<file path="src/rtl/alu_control_pipe_pkg.sv">
// Shared encodings for the registered ALU control decoder: select codes,
// RV32I opcode/funct7 constants, FSM states and small decode helpers.
package alu_control_pipe_pkg;

  localparam int kALU_OP_SEL_WIDTH     = 5;
  localparam int kALU_BRANCH_SEL_WIDTH = 3;

  // ALU op select codes; 0 is reserved as the post-reset value
  localparam logic [4:0] kSAIL_ALUCTL_6to0_ADD     = 5'd1;
  localparam logic [4:0] kSAIL_ALUCTL_6to0_SUB     = 5'd2;
  localparam logic [4:0] kSAIL_ALUCTL_6to0_SLL     = 5'd3;
  localparam logic [4:0] kSAIL_ALUCTL_6to0_SLT     = 5'd4;
  localparam logic [4:0] kSAIL_ALUCTL_6to0_SLTU    = 5'd5;
  localparam logic [4:0] kSAIL_ALUCTL_6to0_XOR     = 5'd6;
  localparam logic [4:0] kSAIL_ALUCTL_6to0_SRL     = 5'd7;
  localparam logic [4:0] kSAIL_ALUCTL_6to0_SRA     = 5'd8;
  localparam logic [4:0] kSAIL_ALUCTL_6to0_OR      = 5'd9;
  localparam logic [4:0] kSAIL_ALUCTL_6to0_AND     = 5'd10;
  localparam logic [4:0] kSAIL_ALUCTL_6to0_BRANCH  = 5'd11;
  localparam logic [4:0] kSAIL_ALUCTL_6to0_ILLEGAL = 5'd12;
  localparam logic [4:0] kSAIL_ALUCTL_6to0_MUL     = 5'd13;
  localparam logic [4:0] kSAIL_ALUCTL_6to0_MULH    = 5'd14;
  localparam logic [4:0] kSAIL_ALUCTL_6to0_MULHSU  = 5'd15;
  localparam logic [4:0] kSAIL_ALUCTL_6to0_MULHU   = 5'd16;
  localparam logic [4:0] kSAIL_ALUCTL_6to0_DIV     = 5'd17;
  localparam logic [4:0] kSAIL_ALUCTL_6to0_DIVU    = 5'd18;
  localparam logic [4:0] kSAIL_ALUCTL_6to0_REM     = 5'd19;
  localparam logic [4:0] kSAIL_ALUCTL_6to0_REMU    = 5'd20;

  // Branch comparator selects; 0 means "not a branch"
  localparam logic [2:0] kBR_NONE = 3'd0;
  localparam logic [2:0] kBR_BEQ  = 3'd1;
  localparam logic [2:0] kBR_BNE  = 3'd2;
  localparam logic [2:0] kBR_BLT  = 3'd3;
  localparam logic [2:0] kBR_BGE  = 3'd4;
  localparam logic [2:0] kBR_BLTU = 3'd5;
  localparam logic [2:0] kBR_BGEU = 3'd6;

  localparam logic [6:0] kRV32I_OPCODE_LUI    = 7'b0110111;
  localparam logic [6:0] kRV32I_OPCODE_AUIPC  = 7'b0010111;
  localparam logic [6:0] kRV32I_OPCODE_JAL    = 7'b1101111;
  localparam logic [6:0] kRV32I_OPCODE_JALR   = 7'b1100111;
  localparam logic [6:0] kRV32I_OPCODE_BRANCH = 7'b1100011;
  localparam logic [6:0] kRV32I_OPCODE_LOAD   = 7'b0000011;
  localparam logic [6:0] kRV32I_OPCODE_STORE  = 7'b0100011;
  localparam logic [6:0] kRV32I_OPCODE_IMMOP  = 7'b0010011;
  localparam logic [6:0] kRV32I_OPCODE_ALUOP  = 7'b0110011;

  localparam logic [6:0] kRV32I_FUNCT7_BASE = 7'b0000000;
  localparam logic [6:0] kRV32I_FUNCT7_ALT  = 7'b0100000;
  localparam logic [6:0] kRV32I_FUNCT7_MEXT = 7'b0000001;

  typedef enum logic [1:0] {
    ST_IDLE    = 2'd0,
    ST_HOLD    = 2'd1,
    ST_MC_WAIT = 2'd2
  } state_e;

  // Base (funct7 = 0) register/immediate op for a given funct3
  function automatic logic [4:0] base_op(input logic [2:0] funct3);
    case (funct3)
      3'b000:  base_op = kSAIL_ALUCTL_6to0_ADD;
      3'b001:  base_op = kSAIL_ALUCTL_6to0_SLL;
      3'b010:  base_op = kSAIL_ALUCTL_6to0_SLT;
      3'b011:  base_op = kSAIL_ALUCTL_6to0_SLTU;
      3'b100:  base_op = kSAIL_ALUCTL_6to0_XOR;
      3'b101:  base_op = kSAIL_ALUCTL_6to0_SRL;
      3'b110:  base_op = kSAIL_ALUCTL_6to0_OR;
      default: base_op = kSAIL_ALUCTL_6to0_AND;
    endcase
  endfunction

  // RV32M op for a given funct3
  function automatic logic [4:0] m_op(input logic [2:0] funct3);
    case (funct3)
      3'b000:  m_op = kSAIL_ALUCTL_6to0_MUL;
      3'b001:  m_op = kSAIL_ALUCTL_6to0_MULH;
      3'b010:  m_op = kSAIL_ALUCTL_6to0_MULHSU;
      3'b011:  m_op = kSAIL_ALUCTL_6to0_MULHU;
      3'b100:  m_op = kSAIL_ALUCTL_6to0_DIV;
      3'b101:  m_op = kSAIL_ALUCTL_6to0_DIVU;
      3'b110:  m_op = kSAIL_ALUCTL_6to0_REM;
      default: m_op = kSAIL_ALUCTL_6to0_REMU;
    endcase
  endfunction

endpackage

</file>
<file path="src/rtl/alu_control_pipe_decode.sv">
// Pure combinational RV32I(+M) ALU control decoder with legality checking.
module alu_decode_comb
  import alu_control_pipe_pkg::*;
#(
  parameter int ENABLE_M = 1
) (
  input  logic [6:0]                       opcode,
  input  logic [2:0]                       funct3,
  input  logic [6:0]                       funct7,
  output logic [kALU_OP_SEL_WIDTH-1:0]     op_sel,
  output logic [kALU_BRANCH_SEL_WIDTH-1:0] branch_sel,
  output logic                             illegal,
  output logic                             is_mul,
  output logic                             is_div
);

  // Default every encoding to illegal; legal cases override
  always_comb begin
    op_sel     = kSAIL_ALUCTL_6to0_ILLEGAL;
    branch_sel = kBR_NONE;
    illegal    = 1'b1;
    is_mul     = 1'b0;
    is_div     = 1'b0;
    case (opcode)
      kRV32I_OPCODE_LUI: begin
        op_sel  = kSAIL_ALUCTL_6to0_AND;
        illegal = 1'b0;
      end
      kRV32I_OPCODE_AUIPC: begin
        op_sel  = kSAIL_ALUCTL_6to0_ADD;
        illegal = 1'b0;
      end
      kRV32I_OPCODE_LOAD: begin
        if (funct3 inside {3'b000, 3'b001, 3'b010, 3'b100, 3'b101}) begin
          op_sel  = kSAIL_ALUCTL_6to0_ADD;
          illegal = 1'b0;
        end
      end
      kRV32I_OPCODE_STORE: begin
        if (funct3 inside {3'b000, 3'b001, 3'b010}) begin
          op_sel  = kSAIL_ALUCTL_6to0_ADD;
          illegal = 1'b0;
        end
      end
      // Jumps keep the ILLEGAL select (no ALU work) but are legal instructions
      kRV32I_OPCODE_JAL, kRV32I_OPCODE_JALR: begin
        illegal = 1'b0;
      end
      kRV32I_OPCODE_BRANCH: begin
        illegal = 1'b0;
        op_sel  = kSAIL_ALUCTL_6to0_BRANCH;
        case (funct3)
          3'b000: branch_sel = kBR_BEQ;
          3'b001: branch_sel = kBR_BNE;
          3'b100: branch_sel = kBR_BLT;
          3'b101: branch_sel = kBR_BGE;
          3'b110: branch_sel = kBR_BLTU;
          3'b111: branch_sel = kBR_BGEU;
          default: begin
            illegal = 1'b1;
            op_sel  = kSAIL_ALUCTL_6to0_ILLEGAL;
          end
        endcase
      end
      kRV32I_OPCODE_IMMOP: begin
        if (funct3 == 3'b001) begin
          if (funct7 == kRV32I_FUNCT7_BASE) begin
            op_sel  = kSAIL_ALUCTL_6to0_SLL;
            illegal = 1'b0;
          end
        end else if (funct3 == 3'b101) begin
          if (funct7 == kRV32I_FUNCT7_BASE) begin
            op_sel  = kSAIL_ALUCTL_6to0_SRL;
            illegal = 1'b0;
          end else if (funct7 == kRV32I_FUNCT7_ALT) begin
            op_sel  = kSAIL_ALUCTL_6to0_SRA;
            illegal = 1'b0;
          end
        end else begin
          // funct7 bits are immediate bits here, so there is no SUB form
          op_sel  = base_op(funct3);
          illegal = 1'b0;
        end
      end
      kRV32I_OPCODE_ALUOP: begin
        if (funct7 == kRV32I_FUNCT7_BASE) begin
          op_sel  = base_op(funct3);
          illegal = 1'b0;
        end else if (funct7 == kRV32I_FUNCT7_ALT) begin
          if (funct3 == 3'b000) begin
            op_sel  = kSAIL_ALUCTL_6to0_SUB;
            illegal = 1'b0;
          end else if (funct3 == 3'b101) begin
            op_sel  = kSAIL_ALUCTL_6to0_SRA;
            illegal = 1'b0;
          end
        end else if ((funct7 == kRV32I_FUNCT7_MEXT) && (ENABLE_M != 0)) begin
          op_sel  = m_op(funct3);
          illegal = 1'b0;
          is_mul  = ~funct3[2];
          is_div  = funct3[2];
        end
      end
      default: ;
    endcase
  end

endmodule

</file>
<file path="src/rtl/alu_control_pipe.sv">
// Registered, valid/ready ALU control stage between decode and execute.
// Single-cycle ops are held one cycle after accept; RV32M ops wait out a
// parametrised latency first. Illegal decodes are counted (saturating).
module alu_control_pipe
  import alu_control_pipe_pkg::*;
#(
  parameter int ENABLE_M      = 1,
  parameter int MUL_LATENCY   = 2,
  parameter int DIV_LATENCY   = 33,
  parameter int ILL_CNT_WIDTH = 8
) (
  input  logic                             clk_i,
  input  logic                             reset_i,
  input  logic                             valid_i,
  output logic                             ready_o,
  input  logic [6:0]                       opcode_i,
  input  logic [2:0]                       funct3_i,
  input  logic [6:0]                       funct7_i,
  input  logic                             flush_i,
  output logic                             valid_o,
  input  logic                             ready_i,
  output logic [kALU_OP_SEL_WIDTH-1:0]     alu_op_sel_o,
  output logic [kALU_BRANCH_SEL_WIDTH-1:0] alu_branch_sel_o,
  output logic                             illegal_o,
  output logic                             multicycle_o,
  output logic                             busy_o,
  output logic [ILL_CNT_WIDTH-1:0]         ill_cnt_o
);

  // Countdown reload values: MC_WAIT lasts LAT-1 cycles
  localparam logic [7:0] kMUL_CNT = 8'(MUL_LATENCY - 1);
  localparam logic [7:0] kDIV_CNT = 8'(DIV_LATENCY - 1);

  state_e state, state_next;
  logic [7:0] cnt, cnt_next;
  logic       accept;
  logic       load;

  logic [kALU_OP_SEL_WIDTH-1:0]     dec_op_sel;
  logic [kALU_BRANCH_SEL_WIDTH-1:0] dec_branch_sel;
  logic                             dec_illegal;
  logic                             dec_is_mul;
  logic                             dec_is_div;
  logic [7:0]                       lat_cnt;

  logic [kALU_OP_SEL_WIDTH-1:0]     op_sel_p1;
  logic [kALU_BRANCH_SEL_WIDTH-1:0] branch_sel_p1;
  logic                             illegal_p1;
  logic                             multicycle_p1;
  logic [ILL_CNT_WIDTH-1:0]         ill_cnt;

  alu_decode_comb #(
    .ENABLE_M (ENABLE_M)
  ) u_decode (
    .opcode     (opcode_i),
    .funct3     (funct3_i),
    .funct7     (funct7_i),
    .op_sel     (dec_op_sel),
    .branch_sel (dec_branch_sel),
    .illegal    (dec_illegal),
    .is_mul     (dec_is_mul),
    .is_div     (dec_is_div)
  );

  assign ready_o = !reset_i && !flush_i &&
                   ((state == ST_IDLE) || ((state == ST_HOLD) && ready_i));
  assign accept  = valid_i && ready_o;
  assign lat_cnt = dec_is_div ? kDIV_CNT : kMUL_CNT;

  // Next-state and countdown logic; flush overrides everything but reset
  always_comb begin
    state_next = state;
    cnt_next   = cnt;
    load       = 1'b0;
    if (flush_i) begin
      state_next = ST_IDLE;
      cnt_next   = 8'd0;
    end else begin
      case (state)
        ST_IDLE: begin
          if (accept) load = 1'b1;
        end
        ST_HOLD: begin
          if (ready_i) begin
            if (accept) load = 1'b1;
            else        state_next = ST_IDLE;
          end
        end
        ST_MC_WAIT: begin
          if (cnt <= 8'd1) begin
            state_next = ST_HOLD;
            cnt_next   = 8'd0;
          end else begin
            cnt_next = cnt - 8'd1;
          end
        end
        default: state_next = ST_IDLE;
      endcase
      // A latency of 1 skips MC_WAIT entirely
      if (load) begin
        if ((dec_is_mul || dec_is_div) && (lat_cnt != 8'd0)) begin
          state_next = ST_MC_WAIT;
          cnt_next   = lat_cnt;
        end else begin
          state_next = ST_HOLD;
          cnt_next   = 8'd0;
        end
      end
    end
  end

  // FSM state and countdown register
  always_ff @(posedge clk_i) begin
    if (reset_i) begin
      state <= ST_IDLE;
      cnt   <= 8'd0;
    end else begin
      state <= state_next;
      cnt   <= cnt_next;
    end
  end

  // ---- stage p1: decoded result captured on accept ----
  // Result registers load only on accept so they stay stable while held
  always_ff @(posedge clk_i) begin
    if (reset_i) begin
      op_sel_p1     <= '0;
      branch_sel_p1 <= '0;
      illegal_p1    <= 1'b0;
      multicycle_p1 <= 1'b0;
    end else if (load) begin
      op_sel_p1     <= dec_op_sel;
      branch_sel_p1 <= dec_branch_sel;
      illegal_p1    <= dec_illegal;
      multicycle_p1 <= dec_is_mul || dec_is_div;
    end
  end

  // Saturating count of accepted illegal encodings
  always_ff @(posedge clk_i) begin
    if (reset_i) begin
      ill_cnt <= '0;
    end else if (accept && dec_illegal && (ill_cnt != {ILL_CNT_WIDTH{1'b1}})) begin
      ill_cnt <= ill_cnt + 1'b1;
    end
  end

  assign valid_o          = (state == ST_HOLD);
  assign busy_o           = (state == ST_MC_WAIT);
  assign alu_op_sel_o     = op_sel_p1;
  assign alu_branch_sel_o = branch_sel_p1;
  assign illegal_o        = illegal_p1;
  assign multicycle_o     = multicycle_p1;
  assign ill_cnt_o        = ill_cnt;

endmodule

</file>
<file path="config.mk">
export PLATFORM = sky130hd
export DESIGN_NAME = alu_control_pipe
export DESIGN_NICKNAME = d
export VERILOG_FILES = /design/src/rtl/alu_control_pipe_pkg.sv /design/src/rtl/alu_control_pipe_decode.sv /design/src/rtl/alu_control_pipe.sv
export SDC_FILE = /design/constraint.sdc
export NUM_CORES = 1
export LEC_CHECK = 0
export BUFFER_PORTS_ARGS = -buffer_cell sky130_fd_sc_hd__buf_2
export CORE_UTILIZATION = 30
export DETAILED_ROUTE_END_ITERATION = 16
export SLEW_MARGIN = 40
export SYNTH_ARGS = -nofsm -noshare
export SYNTH_HDL_FRONTEND = slang
export SYNTH_HIERARCHICAL = 1
export SYNTH_SLANG_ARGS = --single-unit
</file>
<file path="constraint.sdc">
create_clock -name clk_i -period 3.1 [get_ports clk_i]
set_input_delay 0.775 -clock clk_i [delete_from_list [all_inputs] [get_ports clk_i]]
set_output_delay 0.775 -clock clk_i [all_outputs]
set_load 0.01 [all_outputs]
</file>
# ---- Word level (Yosys, flattened, before mapping)
# Index checks and enable logic that the tools add are counted.
dict set report word_totals {
  out_inout_bits 21
  reg_bits 28
}
dict set report op_classes {
  addsub 2
  reduce_logical 22
  muxes 57
  n_lt_le_gt_ge 1
  n_eq_ne 25
  bitwise_logic 1
}
# op n
set ops {}
lappend ops {{case mux 5 bit (7 select lines)} 2}
lappend ops {{2-to-1 mux 5 bit} 7}
lappend ops {{equality test 7 x 6 -> 1 bit (second input constant)} 4}
lappend ops {{case mux 4 bit (7 select lines)} 1}
lappend ops {{2-to-1 mux 1 bit} 25}
lappend ops {{2-to-1 mux 8 bit} 3}
lappend ops {{equality test 7 bit (second input constant)} 3}
lappend ops {{case mux 4 bit (5 select lines)} 1}
lappend ops {{case mux 3 bit (6 select lines)} 1}
lappend ops {{equality test 7 x 5 -> 1 bit (second input constant)} 2}
lappend ops {{equality test 3 bit (second input constant)} 4}
lappend ops {{2-to-1 mux 3 bit} 4}
lappend ops {{2-to-1 mux 4 bit} 3}
lappend ops {{2-to-1 mux 6 bit} 2}
lappend ops {{2-to-1 mux 2 bit} 5}
lappend ops {{adder 8 x 1 -> 8 bit (second input constant)} 1}
lappend ops {{<= comparator 8 x 1 -> 1 bit (second input constant)} 1}
lappend ops {{!= test 8 bit (second input constant)} 1}
lappend ops {{nonzero test 8 bit} 1}
lappend ops {{subtractor 8 x 1 -> 8 bit (second input constant)} 1}
lappend ops {{equality test 7 x 1 -> 1 bit (second input constant)} 1}
lappend ops {{equality test 7 x 2 -> 1 bit (second input constant)} 1}
lappend ops {{logical AND 1 bit} 7}
lappend ops {{zero test 7 bit} 1}
lappend ops {{22 further kinds} 26}

# ---- Logic depth before layout (Yosys ltp)
dict set report depth {
  word_depth 11
  ltp_mapped 10
  mapped_depth_nobuf 9
}

# ---- Modules after synthesis
# Netlist, hierarchy kept.
# module instances seq_area_each_um2 cells_each area_per_inst_um2
set by_module_without_submodules {}
lappend by_module_without_submodules {alu_control_pipe 1 560.5 166 1372.6}
lappend by_module_without_submodules {alu_decode_comb 1 0.0 111 650.6}

# ---- Worst setup path before layout
# No wires, ideal clock.
dict set report synth_path {
  path_type {input -> register}
  startpoint {in opcode_i[4]}
  endpoint {reg ill_cnt[7] (netlist: ill_cnt_o[7])}
  setup_time_ns 0.121
  t_arrival_ns 2.734
  slack_ns 0.245
  path_stages 10
  t_required_ns 2.979
  cell_sequence {buf_2 > nor2_1 > nor4b_2 > a32o_1 > a31oi_1 > o211ai_1 > and4bb_2 > nand3_2 > nor4_1 > mux2_2}
}
dict set report synth_between {
  elab_chain_len 5
}
# element line_no
set synth_lines {}
lappend synth_lines {{start, declared} alu_control_pipe.sv:16} ;# input logic [6:0] opcode_i,
lappend synth_lines {{equality test 7 x 6 -> 1 bit, or another cell as far along} alu_control_pipe_decode.sv:24} ;# case (opcode)
lappend synth_lines {{OR reduction 4 bit (no source line)} -}
lappend synth_lines {{case mux 1 bit (6 select lines) *} alu_control_pipe_decode.sv:24}
lappend synth_lines {{via dec_illegal} alu_control_pipe.sv:41} ;# logic dec_illegal;
lappend synth_lines {{logical AND 1 bit * (2 in a row)} alu_control_pipe.sv:143} ;# end else if (accept && dec_illegal && (ill_cnt != {ILL_CNT_WIDTH{1'b1}})) begin
lappend synth_lines {{end signal, assigned} alu_control_pipe.sv:144} ;# ill_cnt <= ill_cnt + 1'b1;
lappend synth_lines {{end, declared} alu_control_pipe.sv:50} ;# logic [ILL_CNT_WIDTH-1:0] ill_cnt;
# Mark *: on every way through the listed nets, which the timed path passes. The rest lies on a longest branch.
# A chain may end at the register's enable or synchronous reset.

# ---- Final worst setup path
dict set report layout_path {
  startpoint {in opcode_i[3]}
  endpoint {reg ill_cnt[7] (netlist: ill_cnt_o[7])}
}
# The elaborated chain is that of the path after synthesis.

==> metrics.csv <==
stage;metric;value;unit
routing;antenna viol nets, final;0;
routing;Via-to-Cell Ratio;5.571;
clock_network;post_cts resized;0;
worst_hold_path;hold path depth;2;
power;NetSw;198.4;µW
power;Worst VDD drop;0.1599;mV
sta;Setup TNS;0;ns
run;Max-cap violations;0;
cells_and_area;layout cells sized above 1;0.2391;
power;power per cell area;322.7;nW/µm²
sta;final hold violation count;0;
cells_and_area;leading cell type in the layout, fill and taps excluded;buf_2;
outcome;failing checks;DRC;
sta;Clock Skew;0.002654;ns
logic_synthesis;yosys warns;6;
routing;DRC errors left;2;
logic_synthesis;top cell type by total area after synthesis;dfxtp_1;
logic_synthesis;async set or reset register ratio after synthesis;0;
place;number of port buffers;42;
setup_path;crit-path cells;buf_2 -> and4bb_4 -> and3b_1 -> and2_1 -> a31oi_1 -> o211ai_1 -> and4bb_2 -> nand3_2 -> nor4_1 -> mux2_2;
floorplan;core box area;6422;µm²
logic_synthesis;Post-synth EDFFs;0;
logic_synthesis;Yosys reg bits;28;
routing;post-DR wirelength/cell;13.52;µm
floorplan;Die Y;84.12;µm
routing;DR pass1 iterations;10;
worst_hold_path;Worst Hold Class;reg2reg;
cells_and_area;multi-input gate area in the final layout;1361;µm²
routing;via count;2223;
clock_network;Reg clk slew, reported paths;0.10;ns
cells_and_area;FF/Latch Area;560.5;µm²
global_route;grt peak-use layer;met2;
power;Pint;588.5;µW
clock_network;CTS Sinks;28;
sta;unrepaired setup endpoints after global routing;no;
power;combinational share of power;0.161;
place;gp weighted congestion;0.8261;
global_route;M3 GR Usage;0.02275;
place;hpwl dp;4.062;mm
setup_path;Worst path depth;10;
setup_path;CP top delay family;simple AND/OR/NAND/NOR gates;
global_route;first-pass GRT wire length;9.225;mm
setup_path;Buf/Inv on CP;1;
setup_path;Worst Path Max Fanout;5;
routing;WL final;5.395;mm
global_route;met1 global-route usage;0.2060;
global_route;all-layer global routing usage;0.1556;
setup_path;CP Launch Type;primary input;
clock_network;Clk Latency, worst-skew pair;0.28;ns
logic_synthesis;Gate Count Post-Synth;277;
logic_synthesis;Primary FF master, synth;dfxtp_1;
cells_and_area;P&R area growth vs syn;20.53;%
logic_synthesis;post-synthesis net count;302;
sta;slew margin rel.;0.5252;
sta;worst setup margin;0.3477;ns
floorplan;Rows;29;
setup_path;WS Path Type;in2reg;
power;Pleak;0.0009587;µW
floorplan;initial core utilization;0.3150;
logic_synthesis;synthesized area;2023;µm²
power;Clock power frac;0.372;
cells_and_area;ant diodes;0;
sta;Worst-Margin Slew;0.7057;ns
clock_network;Root Buffer;clkbuf_8;
clock_network;hold_buf cts;0;
cells_and_area;nets@finish;348;
place;Place WS;0.04550;ns
sta;highest clock rate;0.3633;GHz
logic_synthesis;syn avg cell area;7.304;µm²
setup_path;WP data arrival;2.93;ns
sta;final setup violating endpoints;0;
place;dpl cells;395;
logic_synthesis;Synth top area share;0.2771;
sta;Final Max Tran Viols;0;
clock_network;# H-tree levels;1;
floorplan;Die W;84.12;µm
floorplan;io pins;43;
setup_path;CP max-delay cell;and4bb_4;
power;total power;786.9;µW
setup_path;CP endpoint kind;flip-flop;
global_route;pin count of the biggest net entering global routing;24;
sta;WHS;0.4698;ns
setup_path;Reg2Reg Depth;6;
setup_path;CP max stage delay;0.36;ns
logic_synthesis;ranking of synthesized cells by area;dfxtp_1, nand2_1, a21oi_1, nor2_1, nand3_1;
floorplan;die footprint;7076;µm²
clock_network;CTS tree;yes;
sta;Final period util;0.8878;
cells_and_area;Filler cells;669;
global_route;initial antenna violation count;0;
power;Flop pwr share;0.467;
global_route;met2 Track Usage GR;0.2615;
global_route;vias in the first global route;2002;
clock_network;Post-CTS Repair Setup Buffers;0;
global_route;aggregate global routing overflow;0;
setup_path;worst path required time;3.28;ns
logic_synthesis;register area share after synthesis;0.2771;
routing;1st-iter DRT viols;73;
outcome;status;finished, violations left;
cells_and_area;commonest cells after routing, fill and taps aside;buf_2, nand2_1, dfxtp_1;
clock_network;largest buffer count on any clock path;2;
sta;minimum clock period;2.752;ns
clock_network;TritonCTS Buffers;3;
logic_synthesis;number of distinct library cells after synthesis;56;
power;Net Sw Frac;0.2521;
cells_and_area;fin cells;399;
-- area by class of cell --
class	count	share of cell area
Clock inverter	1	0.01231
Tap cell	77	0.03951
Timing Repair Buffer	56	0.1293
Inverter	9	0.01385
Clock buffer	3	0.01693
Sequential cell	28	0.2299
Multi-Input combinational cell	225	0.5582
-- stage by stage --
step | utilization | cell area, µm²
after floorplan | - | 2023
after global placement | 0.3686 | 2367
after detailed placement | 0.3686 | 2367
after CTS | 0.3797 | 2439
after global routing | 0.3797 | 2439
final | 0.3797 | 2439
-- worst reg2reg max path, delay by kind of cell (launching register included) --
kind	cells	cell delay, ns
simple gates	3	0.79
flops	1	0.38
fa+ha+maj	1	0.28
compound gates	1	0.15
buf+inv	1	0.10
-- power groups by stage --
stage	Clock, µW	Combinational, µW	Sequential (µW)
floorplan	0	78.2	377
global placement	0	126	376
detailed placement	0	126	376
CTS	304	126	367
global route	315	141	368
finish	293	127	367
-- flip-flops by register name, indices dropped and copies added (netlist names) --
register,count
multicycle_o,1
illegal_o,1
state,2
alu_op_sel_o,5
ill_cnt_o,8
alu_branch_sel_o,3
cnt,8
-- kinds of logic (layout without fill, tap and decap cells) --
kind of cell    Yosys count  in the layout  synth area share
fa+ha+maj                 3              3           0.01855
simple gates            147            147            0.3952
flops                    28             28            0.2771
buf+inv                  24             69           0.05009
xor+xnor                  1              1          0.004330
mux                       2              2           0.01113
compound gates           72             72            0.2437
-- routing by layer --
metal / wire, µm / part of all wire
met1: 2641 / 0.49
met2: 2491 / 0.46
met3: 197 / 0.037
met4: 64 / 0.012
met5: 0 / 0
-- Yosys cell counts (6+ instances only) --
cell	number
a21oi_1	25
nor3_1	11
nor2_1	26
nand3_1	12
buf_2	9
dfxtp_1	28
inv_1	7
clkbuf_1	6
nand4_1	7
o21ai_0	11
nand2_1	41
nor2b_1	8
-- final timing paths --
kind | slack (ns) | endpoint | startpoint
max | 0.35 | ill_cnt_o[7] | opcode_i[3]
min | 0.47 | alu_op_sel_o[3] | alu_op_sel_o[3]
max reg2reg | 1.34 | cnt[6] | cnt[0]
min reg2reg | 0.47 | alu_op_sel_o[3] | alu_op_sel_o[3]
Note: power is estimated with default switching activity, not from simulation.
